$ cat config.mk
export PLATFORM = sky130hd
export DESIGN_NAME = instr_fetch_unit_flat
export DESIGN_NICKNAME = d
export VERILOG_FILES = /design/src/rtl/instr_fetch_unit_if.sv /design/src/rtl/instr_fetch_unit.sv /design/src/flat_wrapper.sv
export SDC_FILE = /design/constraint.sdc
export NUM_CORES = 1
export LEC_CHECK = 0
export BUFFER_PORTS_ARGS = -buffer_cell sky130_fd_sc_hd__buf_2
export CAP_MARGIN = 40
export CORE_MARGIN = 8
export CORE_UTILIZATION = 45
export CTS_CLUSTER_DIAMETER = 30
export DETAILED_ROUTE_END_ITERATION = 16
export PLACE_DENSITY = 0.66
export SLEW_MARGIN = 20
export SYNTH_ARGS = -nofsm -noshare
export SYNTH_HDL_FRONTEND = slang
export SYNTH_SLANG_ARGS = --single-unit
$ cat constraint.sdc
create_clock -name clk -period 2.05 [get_ports clk]
set_clock_uncertainty 0.1 [all_clocks]
set_input_delay 0.41 -clock clk [delete_from_list [all_inputs] [get_ports clk]]
set_output_delay 0.41 -clock clk [all_outputs]
set_load 0.02 [all_outputs]
$ cat src/rtl/instr_fetch_unit_if.sv
// Fetch-to-decode handshake: registered instruction with valid/ready.
interface instr_fetch_unit_if #(
    parameter int unsigned ADDR_W = 5,
    parameter int unsigned DATA_W = 32
) ();
    logic              inst_valid;
    logic              inst_ready;
    logic [DATA_W-1:0] inst;
    logic [ADDR_W-1:0] inst_pc;

    modport master (
        output inst_valid,
        output inst,
        output inst_pc,
        input  inst_ready
    );

    modport slave (
        input  inst_valid,
        input  inst,
        input  inst_pc,
        output inst_ready
    );
endinterface

$ cat src/rtl/instr_fetch_unit.sv
// Instruction fetch stage: PC, loadable instruction memory, registered output toward decode.
// Define FETCH_HALT_EN to enable the halt state machine (stops on an all-ones instruction word).
module instr_fetch_unit #(
    parameter int unsigned       ADDR_W   = 5,
    parameter int unsigned       DATA_W   = 32,
    parameter int unsigned       DEPTH    = 2 ** ADDR_W,
    parameter logic [ADDR_W-1:0] RESET_PC = '0
) (
    input  logic                clk,
    input  logic                reset,
    input  logic                stall,
    input  logic                redirect_valid,
    input  logic [ADDR_W-1:0]   redirect_pc,
    input  logic                wr_en,
    input  logic [ADDR_W-1:0]   wr_addr,
    input  logic [DATA_W-1:0]   wr_data,
    instr_fetch_unit_if.master  dec,
    output logic [ADDR_W-1:0]   pc,
    output logic [15:0]         fetch_cnt,
    output logic                halted
);

    logic [DATA_W-1:0] mem [DEPTH];

    logic [ADDR_W-1:0] pc_q, pc_d;
    logic              valid_q, valid_d;
    logic [DATA_W-1:0] inst_q, inst_d;
    logic [ADDR_W-1:0] inst_pc_q, inst_pc_d;
    logic [15:0]       cnt_q, cnt_d;

    logic [DATA_W-1:0] fetch_word;
    logic              accept;
    logic              advance;
    logic              halted_w;

    // Memory is deliberately outside reset so a program survives a reset pulse.
    always_ff @(posedge clk) begin
        if (wr_en) begin
            mem[wr_addr] <= wr_data;
        end
    end

    assign fetch_word = mem[pc_q];
    assign accept     = valid_q & dec.inst_ready;
    assign advance    = !stall && (!valid_q || dec.inst_ready) && !halted_w;

`ifdef FETCH_HALT_EN
    typedef enum logic {StRun, StHalted} state_e;
    state_e state_q, state_d;

    always_ff @(posedge clk or negedge reset) begin
        if (!reset) begin
            state_q <= StRun;
        end else begin
            state_q <= state_d;
        end
    end

    always_comb begin
        state_d = state_q;
        unique case (state_q)
            StRun:    if (!redirect_valid && advance && (&fetch_word)) state_d = StHalted;
            StHalted: if (redirect_valid) state_d = StRun;
        endcase
    end

    assign halted_w = (state_q == StHalted);
`else
    assign halted_w = 1'b0;
`endif

    always_comb begin
        pc_d      = pc_q;
        valid_d   = valid_q;
        inst_d    = inst_q;
        inst_pc_d = inst_pc_q;
        // The handshake completes before any flush, so a redirect cycle still counts.
        cnt_d     = cnt_q + 16'(accept);
        if (redirect_valid) begin
            pc_d    = redirect_pc;
            valid_d = 1'b0;
        end else if (advance) begin
            inst_d    = fetch_word;
            inst_pc_d = pc_q;
            valid_d   = 1'b1;
            pc_d      = pc_q + 1'b1;
        end else if (halted_w && accept) begin
            // While halted the last word is consumed once, then the output goes empty.
            valid_d = 1'b0;
        end
    end

    always_ff @(posedge clk or negedge reset) begin
        if (!reset) begin
            pc_q      <= RESET_PC;
            valid_q   <= 1'b0;
            inst_q    <= '0;
            inst_pc_q <= '0;
            cnt_q     <= '0;
        end else begin
            pc_q      <= pc_d;
            valid_q   <= valid_d;
            inst_q    <= inst_d;
            inst_pc_q <= inst_pc_d;
            cnt_q     <= cnt_d;
        end
    end

    assign dec.inst_valid = valid_q;
    assign dec.inst       = inst_q;
    assign dec.inst_pc    = inst_pc_q;
    assign pc             = pc_q;
    assign fetch_cnt      = cnt_q;
    assign halted         = halted_w;

endmodule
$ cat src/flat_wrapper.sv
// flat-port wrapper written by rule: the top's interface ports become plain ports
module instr_fetch_unit_flat 
#(
    parameter int unsigned       ADDR_W   = 5,
    parameter int unsigned       DATA_W   = 32,
    parameter int unsigned       DEPTH    = 2 ** ADDR_W,
    parameter logic [ADDR_W-1:0] RESET_PC = '0
)
  (clk, reset, stall, redirect_valid, redirect_pc, wr_en, wr_addr, wr_data, pc, fetch_cnt, halted, dec_inst_valid, dec_inst, dec_inst_pc, dec_inst_ready);
  instr_fetch_unit_if #(.ADDR_W(ADDR_W), .DATA_W(DATA_W)) dec_i ();
  input  logic clk;
  input  logic reset;
  input  logic stall;
  input  logic redirect_valid;
  input  logic [ADDR_W-1:0] redirect_pc;
  input  logic wr_en;
  input  logic [ADDR_W-1:0] wr_addr;
  input  logic [DATA_W-1:0] wr_data;
  output logic [ADDR_W-1:0] pc;
  output logic [15:0] fetch_cnt;
  output logic halted;
  output wire logic [$bits(dec_i.inst_valid)-1:0] dec_inst_valid;
  output wire logic [$bits(dec_i.inst)-1:0] dec_inst;
  output wire logic [$bits(dec_i.inst_pc)-1:0] dec_inst_pc;
  input wire logic [$bits(dec_i.inst_ready)-1:0] dec_inst_ready;
  assign dec_inst_valid = dec_i.inst_valid;
  assign dec_inst = dec_i.inst;
  assign dec_inst_pc = dec_i.inst_pc;
  assign dec_i.inst_ready = dec_inst_ready;
  instr_fetch_unit #(.ADDR_W(ADDR_W), .DATA_W(DATA_W), .DEPTH(DEPTH), .RESET_PC(RESET_PC)) u_core (.clk(clk), .reset(reset), .stall(stall), .redirect_valid(redirect_valid), .redirect_pc(redirect_pc), .wr_en(wr_en), .wr_addr(wr_addr), .wr_data(wr_data), .dec(dec_i), .pc(pc), .fetch_cnt(fetch_cnt), .halted(halted));
endmodule
==> run_results.csv <==
group,metric,value,unit
power,p_leak,18.0,nW
critical_path,cp-end-kind,"flop",
cts,cts_tree,"yes",
timing,finalCriticalPeriod,2.24,ns
cts,clock_tree.root_cell,"clkbuf_16",
critical_path,r2r_cells,8,
logic_synthesis,async_reset_ff_share,5.45,%
grt,groute.usage.overall,20.4,%
layout,nets,2421,
layout,finish.instance_area,52900,sq um
run_status,violations,"setup timing",
critical_path,path_max_fanout,8,
cts,clockBufferDepth,3,
die,die_w,320,microns
logic_synthesis,yosys_warnings,0,
layout,seq_area,32200,sq um
grt,grt_max_degree,33,
timing,drv_slew,0,
drt,drt-pass1-iter-count,7,
logic_synthesis,postSynthCellCount,1947,
logic_synthesis,synth_area_leader_cell,"edfxtp_1",
timing,min_period_over_period,109,%
critical_path,crit_path_start_kind,"flop",
layout,stdcell_count,3687,
grt,antenna_found_initial,9,
drt,viasPerCell,5.89,
die,ioPinCount,108,
critical_path,ff2ff_setup_slack,-0.19,ns
power,power.clock.fraction,45.7,%
logic_synthesis,yosysSeqAreaShare,77.5,%
critical_path,r2r_end,"u_core.dec.inst[4]$_DFFE_PN0P_",
worst_hold_path,holdPathEnd,"u_core.mem[29][17]$_DFFE_PP_",
drt,wl_per_cell,28.7,microns
logic_synthesis,synth_cell_types,39,
grt,grt_overflow,0,
worst_hold_path,hp-class,"primary input to flop",
logic_synthesis,synth.cell_area,41600,sq um
power,p_seq_share,43.0,%
run_status,status,"finished, violations left",
timing,hold_viol_final,0,
drt,drt-total-wl,106000,microns
timing,rsz0062_at_grt,"yes",
die,placeableCoreArea,91700,sq um
place,post-place-cells,3324,
power,pwr-share-comb,11.4,%
timing,slew_headroom,58.4,%
die,initial_core_util,45.4,%
place,port_buffers,106,
power,p_switching,14.1,mW
logic_synthesis,syn_nets,1999,
drt,drtAntennaViolNets,0,
power,ir_drop,0.826,mV
logic_synthesis,synthTopCellsByArea,"edfxtp_1, mux4_2, mux2i_1, dfrtp_1, a22oi_1",
cts,clk_latency,0.75,ns
logic_synthesis,dominantRegCellSynth,"edfxtp_1",
worst_hold_path,hp-start,"wr_data[17]",
logic_synthesis,synth_edf_count,1024,
cts,cts_made_buffers,159,
place,place.gp.congestion,0.812,
layout,fillers,6467,
critical_path,timing.rr.start,"u_core.pc[0]$_DFFE_PN0P_",
grt,first_global_vias,22453,
drt,drt_iter0_markers,2247,
power,p_sw_share,24.0,%
logic_synthesis,synth-seq-cells,1083,
place,dpl-instance-area,45800,sq um
logic_synthesis,synth_top_area_share,73.9,%
drt,num_vias,21734,
layout,final_common_cell,"edfxtp_1",
die,rows,111,
place,post-place-ws,-0.258,ns
critical_path,critical_path_class,"flop to flop",
worst_hold_path,min_delay_path_depth,1,
power,power_density,1110,nW/um^2
layout,layout-drive-gt1-share,36.8,%
job,drv_cap,0,
critical_path,cp.required,2.54,ns
critical_path,critical_path_arrival,2.73,ns
timing,fmax,447,MHz
cts,path_clk_slew,0.06,ns
layout,layout_common_cells,"edfxtp_1, mux2i_1, mux4_2",
timing,hold_slack,0.0591,ns
layout,area_delta_synth_final,27.1,%
timing,worst_pin_slew,0.624,ns
drt,drc,0,
timing,setup_slack,-0.187,ns
place,hpwl,61100,microns
cts,htree_levels,4,
die,dieArea,102000,sq um
layout,multi_input_area,9370,sq um
timing,finalSetupTns,-2.89,ns
die,die_h,320,microns
logic_synthesis,avgSynthCellArea,21.4,sq um
power,cell_internal_pwr,44.7,mW
grt,grt_pass1_wl,154000,microns
timing,finalSetupViolCount,31,
cts,cts_sinks,1083,
## worst max-delay path by stage
stage / to / slack [ns] / startpoint
CTS: pc[0] / -0.16 / u_core.pc[0]$_DFFE_PN0P_
global placement: u_core.dec.inst[10]$_DFFE_PN0P_ / -0.26 / u_core.pc[0]$_DFFE_PN0P_
global route: u_core.dec.inst[20]$_DFFE_PN0P_ / -0.22 / u_core.pc[0]$_DFFE_PN0P_
finish: u_core.dec.inst[4]$_DFFE_PN0P_ / -0.19 / u_core.pc[0]$_DFFE_PN0P_
floorplan: u_core.mem[10][0]$_DFFE_PP_ / -0.28 / wr_addr[2]
detailed placement: u_core.dec.inst[10]$_DFFE_PN0P_ / -0.26 / u_core.pc[0]$_DFFE_PN0P_
## metal layers
layer / routed length (microns) / global-route usage, % / vias up
met2: 52700 / 33.7 / 922
met1: 43100 / 27.5 / 11571
met3: 8020 / 4.49 / 166
li1: - / - / 9065
met4: 2020 / 5.30 / 10
met5: 64 / 0 / -
## what timing repair did
| action | in CTS | in global routing |
|---|---|---|
| hold endpoints to repair | 70 | 0 |
| pin swaps | 31 | 39 |
| cloned | 18 | 4 |
| hold buffers | 11 | 0 |
| setup buffers | 27 | 14 |
| gates resized for setup | 103 | 48 |
| endpoints found under the setup margin | 38 | 39 |
## cells by family after synthesis
family / count (synthesis) / share of synthesized area [%]
AND/OR/NAND/NOR: 123 / 1.44
adder cells (fa/ha/maj): 4 / 0.120
AO/OA/AOI/OAI: 184 / 3.55
multiplexers: 426 / 15.5
buffers and inverters: 108 / 1.50
other: 1 / 0.00902
XOR/XNOR: 18 / 0.379
flip-flops: 1083 / 77.5
## sequential cells by signal (all words and copies together) (netlist names)
signal and flops:
u_core.fetch_cnt 16, u_core.pc 5, u_core.dec.inst_pc 5, u_core.dec.inst 32, u_core.mem 1024, u_core.dec.inst_valid 1
## cell type report
class	count	area share [%]
Antenna cell	1	0.00473
Clock buffer	183	7.76
Clock inverter	109	2.46
Inverter	1	0.00710
Multi-Input combinational cell	756	17.7
Sequential cell	1083	61.0
Tap cell	1186	2.81
Timing Repair Buffer	368	8.25
## worst max-delay path: stages (launching register included)
cell	delay [ns]
dfrtp_4	0.51
buf_12	0.16
buf_16	0.17
buf_16	0.17
buf_12	0.15
mux2i_1	0.17
a22oi_2	0.12
a32oi_2	0.35
o211ai_1	0.16
## cells in the mapped netlist, types with 8 or more instances
library cell / instances
edfxtp_1: 1024
mux2i_1: 246
mux4_2: 174
a22oi_1: 79
dfrtp_1: 59
nor2_1: 41
clkbuf_1: 34
a32oi_1: 32
buf_2: 32
nand2_1: 31
o22a_1: 29
o211ai_1: 19
nand3_1: 18
buf_6: 17
buf_4: 14
xor2_1: 14
buf_1: 10
o211ai_2: 10
o21ai_0: 8
## power by group through the flow
stage	Clock [mW]	Sequential, mW	Combinational [mW]
floorplan	0	25.8	3.05
global placement	0	25.7	5.55
detailed placement	0	25.7	5.63
CTS	27.1	25.2	6.50
global route	28.1	25.3	7.03
finish	26.8	25.3	6.69
## through the flow
step           power (mW)  util (%)
5_1_grt              60.5      57.7
6_report             58.8      57.7
3_3_place_gp         31.2      50.0
4_1_cts              58.9      57.3
3_5_place_dp         31.3      50.0
2_1_floorplan        28.8         -
Note: power is estimated with default switching activity, not from simulation.
